File: config.mk
export PLATFORM = sky130hd
export DESIGN_NAME = button_event_decoder
export DESIGN_NICKNAME = d
export VERILOG_FILES = /design/src/rtl/btn_evt_pkg.sv /design/src/rtl/btn_edge_detect.sv /design/src/rtl/button_event_decoder.sv
export SDC_FILE = /design/constraint.sdc
export NUM_CORES = 1
export LEC_CHECK = 0
export BUFFER_PORTS_ARGS = -buffer_cell sky130_fd_sc_hd__buf_2
export CAP_MARGIN = 20
export CORE_UTILIZATION = 53
export CTS_CLUSTER_SIZE = 30
export DETAILED_ROUTE_END_ITERATION = 16
export MAX_ROUTING_LAYER = met4
export PLACE_DENSITY = 0.86
export SYNTH_ARGS = -nofsm -noshare
export SYNTH_HDL_FRONTEND = slang
export SYNTH_HIERARCHICAL = 1
export SYNTH_SLANG_ARGS = --single-unit
File: constraint.sdc
create_clock -name clk_100K -period 2.2 [get_ports clk_100K]
set_clock_uncertainty 0.15 [all_clocks]
set_input_delay 0.44 -clock clk_100K [delete_from_list [all_inputs] [get_ports clk_100K]]
set_output_delay 0.44 -clock clk_100K [all_outputs]
set_load 0.03 [all_outputs]
File: src/rtl/btn_evt_pkg.sv
// Shared types and default timing for the button gesture decoder.
// The default periods assume the 100 kHz tick clock.
package btn_evt_pkg;

  typedef enum logic [2:0] {
    IDLE   = 3'd0,
    PRESS1 = 3'd1,
    WAIT2  = 3'd2,
    PRESS2 = 3'd3,
    HELD   = 3'd4
  } state_t;

  localparam int LONG_PRDS_DEF   = 100000;
  localparam int DCLICK_PRDS_DEF = 30000;
  localparam int REPEAT_PRDS_DEF = 20000;
  localparam int CNTW_DEF        = 17;

endpackage

File: src/rtl/btn_edge_detect.sv
// Converts the debounced button level into active-high form and flags press/release edges.
// The previous-level register resets to "not pressed", so a button held through reset yields a press edge.
module btn_edge_detect #(
  parameter bit ACTIVE_LOW = 1'b1
) (
  input  logic i_clk,
  input  logic i_rst_n,
  input  logic i_btn,
  output logic o_act_prev,
  output logic o_press_edge,
  output logic o_rel_edge
);

  logic w_act;
  logic r_act_prev;

  assign w_act = i_btn ^ ACTIVE_LOW;

  always_ff @(posedge i_clk or negedge i_rst_n) begin
    if (!i_rst_n) begin
      r_act_prev <= 1'b0;
    end else begin
      r_act_prev <= w_act;
    end
  end

  assign o_act_prev   = r_act_prev;
  assign o_press_edge = w_act & ~r_act_prev;
  assign o_rel_edge   = ~w_act & r_act_prev;

endmodule

File: src/rtl/button_event_decoder.sv
// Classifies debounced button gestures into single-cycle short / double / long / repeat pulses.
// One shared timer measures every state's dwell; edges always take priority over timeouts.
module button_event_decoder
  import btn_evt_pkg::*;
#(
  parameter bit ACTIVE_LOW  = 1'b1,
  parameter int LONG_PRDS   = LONG_PRDS_DEF,
  parameter int DCLICK_PRDS = DCLICK_PRDS_DEF,
  parameter int REPEAT_PRDS = REPEAT_PRDS_DEF,
  parameter int CNTW        = CNTW_DEF
) (
  input  logic clk_100K,
  input  logic rst_n,
  input  logic btn_i,
  output logic pressed,
  output logic evt_short,
  output logic evt_double,
  output logic evt_long,
  output logic evt_repeat
);

  localparam logic [CNTW-1:0] LONG_LAST   = CNTW'(LONG_PRDS - 1);
  localparam logic [CNTW-1:0] DCLICK_LAST = CNTW'(DCLICK_PRDS - 1);
  localparam logic [CNTW-1:0] REPEAT_LAST = CNTW'(REPEAT_PRDS - 1);
  localparam logic [CNTW-1:0] TIMER_MAX   = '1;

  logic w_act_prev;
  logic w_press_edge;
  logic w_rel_edge;

  state_t r_state;
  state_t w_state_next;
  logic [CNTW-1:0] r_timer;
  logic w_reload;
  logic w_short, w_double, w_long, w_repeat;
  logic r_evt_short, r_evt_double, r_evt_long, r_evt_repeat;

  btn_edge_detect #(
    .ACTIVE_LOW(ACTIVE_LOW)
  ) u_edge (
    .i_clk       (clk_100K),
    .i_rst_n     (rst_n),
    .i_btn       (btn_i),
    .o_act_prev  (w_act_prev),
    .o_press_edge(w_press_edge),
    .o_rel_edge  (w_rel_edge)
  );

  always_comb begin
    w_state_next = r_state;
    w_reload     = 1'b0;
    w_short      = 1'b0;
    w_double     = 1'b0;
    w_long       = 1'b0;
    w_repeat     = 1'b0;
    case (r_state)
      IDLE: begin
        if (w_press_edge) w_state_next = PRESS1;
      end
      PRESS1: begin
        if (w_rel_edge) begin
          w_state_next = WAIT2;
        end else if (r_timer == LONG_LAST) begin
          w_state_next = HELD;
          w_long       = 1'b1;
        end
      end
      WAIT2: begin
        if (w_press_edge) begin
          w_state_next = PRESS2;
        end else if (r_timer == DCLICK_LAST) begin
          w_state_next = IDLE;
          w_short      = 1'b1;
        end
      end
      PRESS2: begin
        if (w_rel_edge) begin
          w_state_next = IDLE;
          w_double     = 1'b1;
        end else if (r_timer == LONG_LAST) begin
          // A click followed by a long hold reports both gestures together.
          w_state_next = HELD;
          w_short      = 1'b1;
          w_long       = 1'b1;
        end
      end
      HELD: begin
        if (w_rel_edge) begin
          w_state_next = IDLE;
        end else if (r_timer == REPEAT_LAST) begin
          w_repeat = 1'b1;
          w_reload = 1'b1;
        end
      end
      default: begin
        w_state_next = IDLE;
      end
    endcase
  end

  always_ff @(posedge clk_100K or negedge rst_n) begin
    if (!rst_n) begin
      r_state <= IDLE;
    end else begin
      r_state <= w_state_next;
    end
  end

  // Saturating timer, restarted whenever the state changes or a repeat reloads it.
  always_ff @(posedge clk_100K or negedge rst_n) begin
    if (!rst_n) begin
      r_timer <= '0;
    end else if (w_reload || (w_state_next != r_state)) begin
      r_timer <= '0;
    end else if (r_timer != TIMER_MAX) begin
      r_timer <= r_timer + CNTW'(1);
    end
  end

  always_ff @(posedge clk_100K or negedge rst_n) begin
    if (!rst_n) begin
      r_evt_short  <= 1'b0;
      r_evt_double <= 1'b0;
      r_evt_long   <= 1'b0;
      r_evt_repeat <= 1'b0;
    end else begin
      r_evt_short  <= w_short;
      r_evt_double <= w_double;
      r_evt_long   <= w_long;
      r_evt_repeat <= w_repeat;
    end
  end

  assign pressed    = w_act_prev;
  assign evt_short  = r_evt_short;
  assign evt_double = r_evt_double;
  assign evt_long   = r_evt_long;
  assign evt_repeat = r_evt_repeat;

endmodule

==> reports/metrics.yaml, run 1 <==
relSlewSlack_pct: 63.8
cts_root_buffer: "clkbuf_4"
rsz0062_at_grt: "yes"
syn_area_um2: 1350
synth_compound_area_share_pct: 3.97
n_antenna_cell: 0
drive_gt1_share_pct: 31.1
power_mw: 1.01
required_ps: 2290
drt_iter0_markers: 28
dieHeight_um: 52.5
finalHoldViolCount: 0
ys_async_sr_fraction_pct: 100
fin_crit_sh_pct: 107
via_per_inst: 5.89
syn_inst: 140
grtUsageTotal_pct: 27.3
maxCapViolCount: 0
mostFrequentLayoutCell: "buf_4"
drt_pass1_iterations: 4
violations: "setup timing"
fp.coreArea_um2: 2320
place.gp.congestion: 0.929
setup_viol: 11
grt_max_degree: 26
period_needed_ps: 2340
syn_nets: 145
cts_tree: "yes"
ir_drop_v: 0.000526
ff2ff_setup_slack_ps: -140
io_buffer_count: 7
arrival_ps: 2440
power.density_nw_per_um2: 583
power_leakage_nw: 0.814
wl_per_cell_um: 16.3
synthFlopType: "dfrtp_1"
finalMaxSlewViolations: 0
yosysSeqAreaShare_pct: 46.2
worst_slack_ps: -145
synth_xor_area_share_pct: 9.70
rows: 17
num_vias: 1208
synth-seq-cells: 25
wirelength_um: 3350
fmax_mhz: 426
die_area_um2: 2760
path_class: "flop to flop"
clockBufferDepth: 2
yosys_warnings: 6
clock_latency_ps: 320
cp_num_buf_inv: 1
ant_nets: 0
worstPathCellList: "ha_2 -> nand4_1 -> nor2_1 -> and3_1 -> ha_2 -> buf_4 -> nand4b_1 -> nor2_2 -> nand2_1 -> xor2_1 -> nor3_1"
drcViolationCount: 0
synth_top_family_by_area: "simple AND/OR/NAND/NOR gates"
status: "finished with violations"
worstPathMaxFanout: 4
fin_nets: 183
synth_cell_types: 36
area_delta_synth_final_pct: 28.4
cts_buffers: 3
muxShareOfSynthArea_pct: 1.48
grt_pass1_wl_um: 5270
synth_edf_count: 0
avgSynthCellArea_um2: 9.67
antenna_found_initial: 0
crit_path_end_kind: "flop"
numClockSinks: 25
instances_no_fill: 205
cp_top_family: "simple AND/OR/NAND/NOR gates"
dpl.cell_count: 194
synth_simple_gate_area_share_pct: 32.6
gr-total-overflow: 0
die_w_um: 52.5
cp-start-kind: "flop"
worstHoldPathType: "primary input to flop"
clk_pin_slew_ps: 130
tightest_slew_ps: 543
crit_slowest_cell: "dfrtp_1"
final_cell_mix: "28 x buf_4, 24 x dfrtp_1, 19 x nor3_1, 10 x nor2_1, 10 x nand2_1"
cts-htree-levels: 1
max_stage_delay_ps: 400
cpMostUsedCell: "ha_2"
grt_pass1_vias: 1207
pin_count: 8
synthAdderAreaFrac_pct: 1.85
hpwl_um: 2230
initial_core_util_pct: 58.4
-- worst paths after layout --
kind                            start                 to  depth (start not counted)
setup / recovery           r_timer[1]        r_timer[14]                         11
hold / removal                  btn_i  u_edge/o_act_prev                          2
setup reg to reg           r_timer[1]        r_timer[14]                         11
hold reg to reg            r_state[0]         r_state[2]                          2
max in group asynchronous       rst_n         r_timer[7]                          2
min in group asynchronous       rst_n         evt_double                          2
-- timing repair --
action / in CTS / in global routing
resized for setup: 3 / 7
gates cloned: 0 / 0
setup buffers: 1 / 5
pin swaps: 3 / 11
hold buffers: 1 / 0
endpoints found under the hold margin: 25 / 0
setup endpoints to repair: 5 / 11
-- cell families (layout without fill, tap and decap cells) --
group,count (synthesis),after routing
xor+xnor,15,15
compound gates,9,9
flops,25,25
fa+ha+maj,2,2
buf+inv,12,49
simple gates,75,75
mux,2,2
-- layout make-up --
class / count / area (um^2)
multi-input combinational: 103 / 728
sequential: 25 / 627
fill: 141 / 581
timing repair buffer: 38 / 295
tap: 28 / 35.0
clock buffer: 4 / 26.3
inverter: 7 / 26.3
-- synthesized netlist by cell type, types with 2 or more instances --
master,number,area [um^2]
nor2_1,12,45.0
xor2_1,9,78.8
nand2_1,10,37.5
xnor2_1,6,52.6
nor2b_1,2,12.5
ha_1,2,25.0
a21oi_1,2,10.0
nor4_1,2,12.5
inv_1,7,26.3
mux2i_1,2,20.0
o21ai_0,4,20.0
or4b_1,2,20.0
nor3_1,21,105
nand4bb_1,2,22.5
nand3_1,8,40.0
dfrtp_1,25,626
nand4b_1,3,26.3
clkbuf_1,3,11.3
-- where the power goes --
part / switching [mW] / internal (mW)
clock network: 0.135 / 0.0711
registers: 0.0393 / 0.496
logic: 0.146 / 0.126
-- sequential cells by signal, summed over array words and instances (netlist names) --
| name | cells |
|---|---|
| r_timer | 17 |
| r_state | 3 |
| evt_double | 1 |
| evt_long | 1 |
| evt_repeat | 1 |
| evt_short | 1 |
| u_edge/o_act_prev | 1 |
-- metrics by stage --
step                      hold WS [ps]  TNS (ps)  utilization, %  setup WS [ps]  instance area (um^2)
after global placement             294         0            69.5           18.9                  1610
after detailed placement           304      -178            69.5           -121                  1610
final                              109     -1050            75.0           -145                  1740
after floorplan                  -5.59      -476               -           -122                  1380
after CTS                          114      -194            72.0           -104                  1670
after global routing               119     -2310            75.0           -264                  1740
-- layer usage --
metal | vias to the layer above | global-route usage, % | part of all wire [%]
li1 | 567 | - | -
met1 | 595 | 31.8 | 44
met2 | 39 | 46.2 | 50
met3 | 7 | 4.06 | 3.7
met4 | 0 | 12.3 | 1.9
met5 | - | - | 0
(Power assumes the default switching activity.)
==> inputs of run 2 (changes only) <==
--- a/config.mk
+++ b/config.mk
@@ -7,11 +7,13 @@
 export LEC_CHECK = 0
 export BUFFER_PORTS_ARGS = -buffer_cell sky130_fd_sc_hd__buf_2
 export CAP_MARGIN = 20
-export CORE_UTILIZATION = 53
+export CORE_UTILIZATION = 55
+export CTS_BUF_LIST = sky130_fd_sc_hd__clkbuf_4
 export CTS_CLUSTER_SIZE = 30
 export DETAILED_ROUTE_END_ITERATION = 16
 export MAX_ROUTING_LAYER = met4
-export PLACE_DENSITY = 0.86
+export PLACE_DENSITY = 0.85
+export SKIP_LAST_GASP = 1
 export SYNTH_ARGS = -nofsm -noshare
 export SYNTH_HDL_FRONTEND = slang
 export SYNTH_HIERARCHICAL = 1
==> constraint.sdc (replaced) <==
create_clock -name clk_100K -period 2.6 [get_ports clk_100K]
set_clock_uncertainty 0.15 [all_clocks]
set_input_delay 0.52 -clock clk_100K [delete_from_list [all_inputs] [get_ports clk_100K]]
set_output_delay 0.52 -clock clk_100K [all_outputs]
set_load 0.03 [all_outputs]
==> run 2 against run 1 <==
Compared with the run above:
- the flow now finishes without violations
- register-to-register slack improved by 250 ps
- largest power group unchanged
- cell count fell by 13%
- count of clock-buffer cells in the layout unchanged
- non-clock buffer count decreased by 26
- global-route usage fell by 0.74 points
- sequential share of layout area is 6.1 points higher
- largest cell class unchanged
- highest routed layer unchanged
- flip-flop and latch count stayed put
- via count down 11%
- worst hold slack worse by 100 ps
==> reports/metrics.yaml, run 2 (same netlist as run 1, synthesis figures left out) <==
fmax_mhz: 401
finalMaxSlewViolations: 0
grt_max_degree: 26
status: "completed"
via_per_inst: 6.04
arrival_ps: 2590
regToRegStartpoint: "r_timer[0]"
gr-total-overflow: 0
io_buffer_count: 7
regMostFlops: "r_timer"
cts_buffers: 3
cpMostUsedCell: "ha_1"
clockBufferDepth: 2
ant_nets: 0
n_antenna_cell: 0
antenna_found_initial: 0
wirelength_um: 2930
worstPathCellList: "ha_1 -> nand4_1 -> nor2_1 -> and3_1 -> ha_1 -> buf_4 -> nand4b_1 -> nor2_2 -> nand2_1 -> xor2_1 -> nor3_1"
wl_per_cell_um: 16.4
numClockSinks: 25
maxCapViolCount: 0
final_core_utilization_pct: 65.1
path_class: "flop to flop"
crit_path_end_kind: "flop"
final_cell_mix: "25 x dfrtp_1, 20 x nor3_1, 11 x nor2_1, 10 x nand2_1, 9 x xor2_1"
power.density_nw_per_um2: 536
cts_root_buffer: "clkbuf_4"
clock_latency_ps: 330
crit_slowest_cell: "dfrtp_1"
cp-start-kind: "flop"
fp.coreArea_um2: 2280
setup_viol: 0
mostFrequentLayoutCell: "dfrtp_1"
num_vias: 1081
grt_pass1_wl_um: 4900
cts_hold_buf: 0
place.gp.congestion: 0.941
grtUsageTotal_pct: 26.5
pin_count: 8
fin_crit_sh_pct: 96.0
die_area_um2: 2660
drcViolationCount: 0
hpwl_um: 2020
initial_core_util_pct: 59.5
n_fill_cell: 178
drt_pass1_iterations: 4
period_needed_ps: 2500
relSlewSlack_pct: 62.8
top_regs: "r_timer x17, r_state x3"
cts_tree: "yes"
required_ps: 2690
drive_gt1_share_pct: 16.6
dieHeight_um: 51.6
largest_reg_flops: 17
cp-startpoint: "r_timer[0]"
fin_tns_setup_ps: 0
tightest_slew_ps: 558
worstHoldPathType: "primary input to async pin"
grt_pass1_vias: 1066
drt_iter0_markers: 35
ir_drop_v: 0.000386
cts-htree-levels: 1
power_uw: 795
rows: 17
worstPathMaxFanout: 5
finalHoldViolCount: 0
clk_pin_slew_ps: 130
area_delta_synth_final_pct: 9.52
die_w_um: 51.6
fin_nets: 157
rsz0062_at_grt: "yes"
max_stage_delay_ps: 430
power_leakage_nw: 0.672
[run 2: cell types whose count changed in the layout (fill, tap and decap cells not counted), moves of 2 or more]
cell    previous run  this run
buf_4             28         5
buf_12             2         0
ha_1               0         2
ha_2               2         0
[run 2: per-stage QoR]
stage	cells	setup WS (ps)	hold slack, ps	cell area (um^2)
2_1_floorplan	140	153	74.4	1350
6_report	179	104	7.61	1480
3_5_place_dp	174	100	390	1420
4_1_cts	178	59.7	27.7	1450
5_1_grt	179	-77.0	35.4	1480
3_3_place_gp	174	215	377	1420
[run 2: layout make-up]
type | instances | area [um^2] | share of cell area [%]
flip-flops and latches | 25 | 626 | 42.2
well taps | 28 | 35.0 | 2.36
multi-input cells | 103 | 693 | 46.8
clock buffers | 4 | 30.0 | 2.03
inverters | 7 | 26.3 | 1.77
repair buffers | 12 | 72.6 | 4.89
[run 2: timing repair]
item | 4_1_cts | 5_1_grt
resized for setup | 0 | 5
endpoints found under the setup margin | 0 | 9
buffers inserted | 0 | 1
[run 2: worst paths after layout]
path                                      to  slack, ps  cells after the start
max                              r_timer[14]        100                     11
min                               evt_double          8                      1
max reg2reg                      r_timer[14]        100                     11
min reg2reg                       evt_double        460                      1
max in group asynchronous         evt_repeat       1920                      1
min in group clk_100K      u_edge/o_act_prev        190                      2
[run 2: worst max-delay path, delay by kind of cell (launching register included)]
family                   cells  cell delay (ps)
buffers and inverters        1              160
AND/OR/NAND/NOR              7             1070
adder cells (fa/ha/maj)      2              450
XOR/XNOR                     1              150
flip-flops                   1              430
[run 2: power breakdown]
| group | internal (mW) | leakage (nW) | switching, mW |
|---|---|---|---|
| clock | 0.0707 | 0.0184 | 0.116 |
| sequential | 0.420 | 0.341 | 0.0441 |
| combinational | 0.0528 | 0.313 | 0.0911 |
[run 2: per-layer routing]
layer | track usage (%) | share of wire, % | vias to the layer above
met1 | 32.4 | 41 | 519
met4 | 14.4 | 2.0 | 0
met5 | - | 0 | -
met2 | 42.6 | 51 | 45
li1 | - | - | 513
met3 | 3.51 | 6.1 | 4
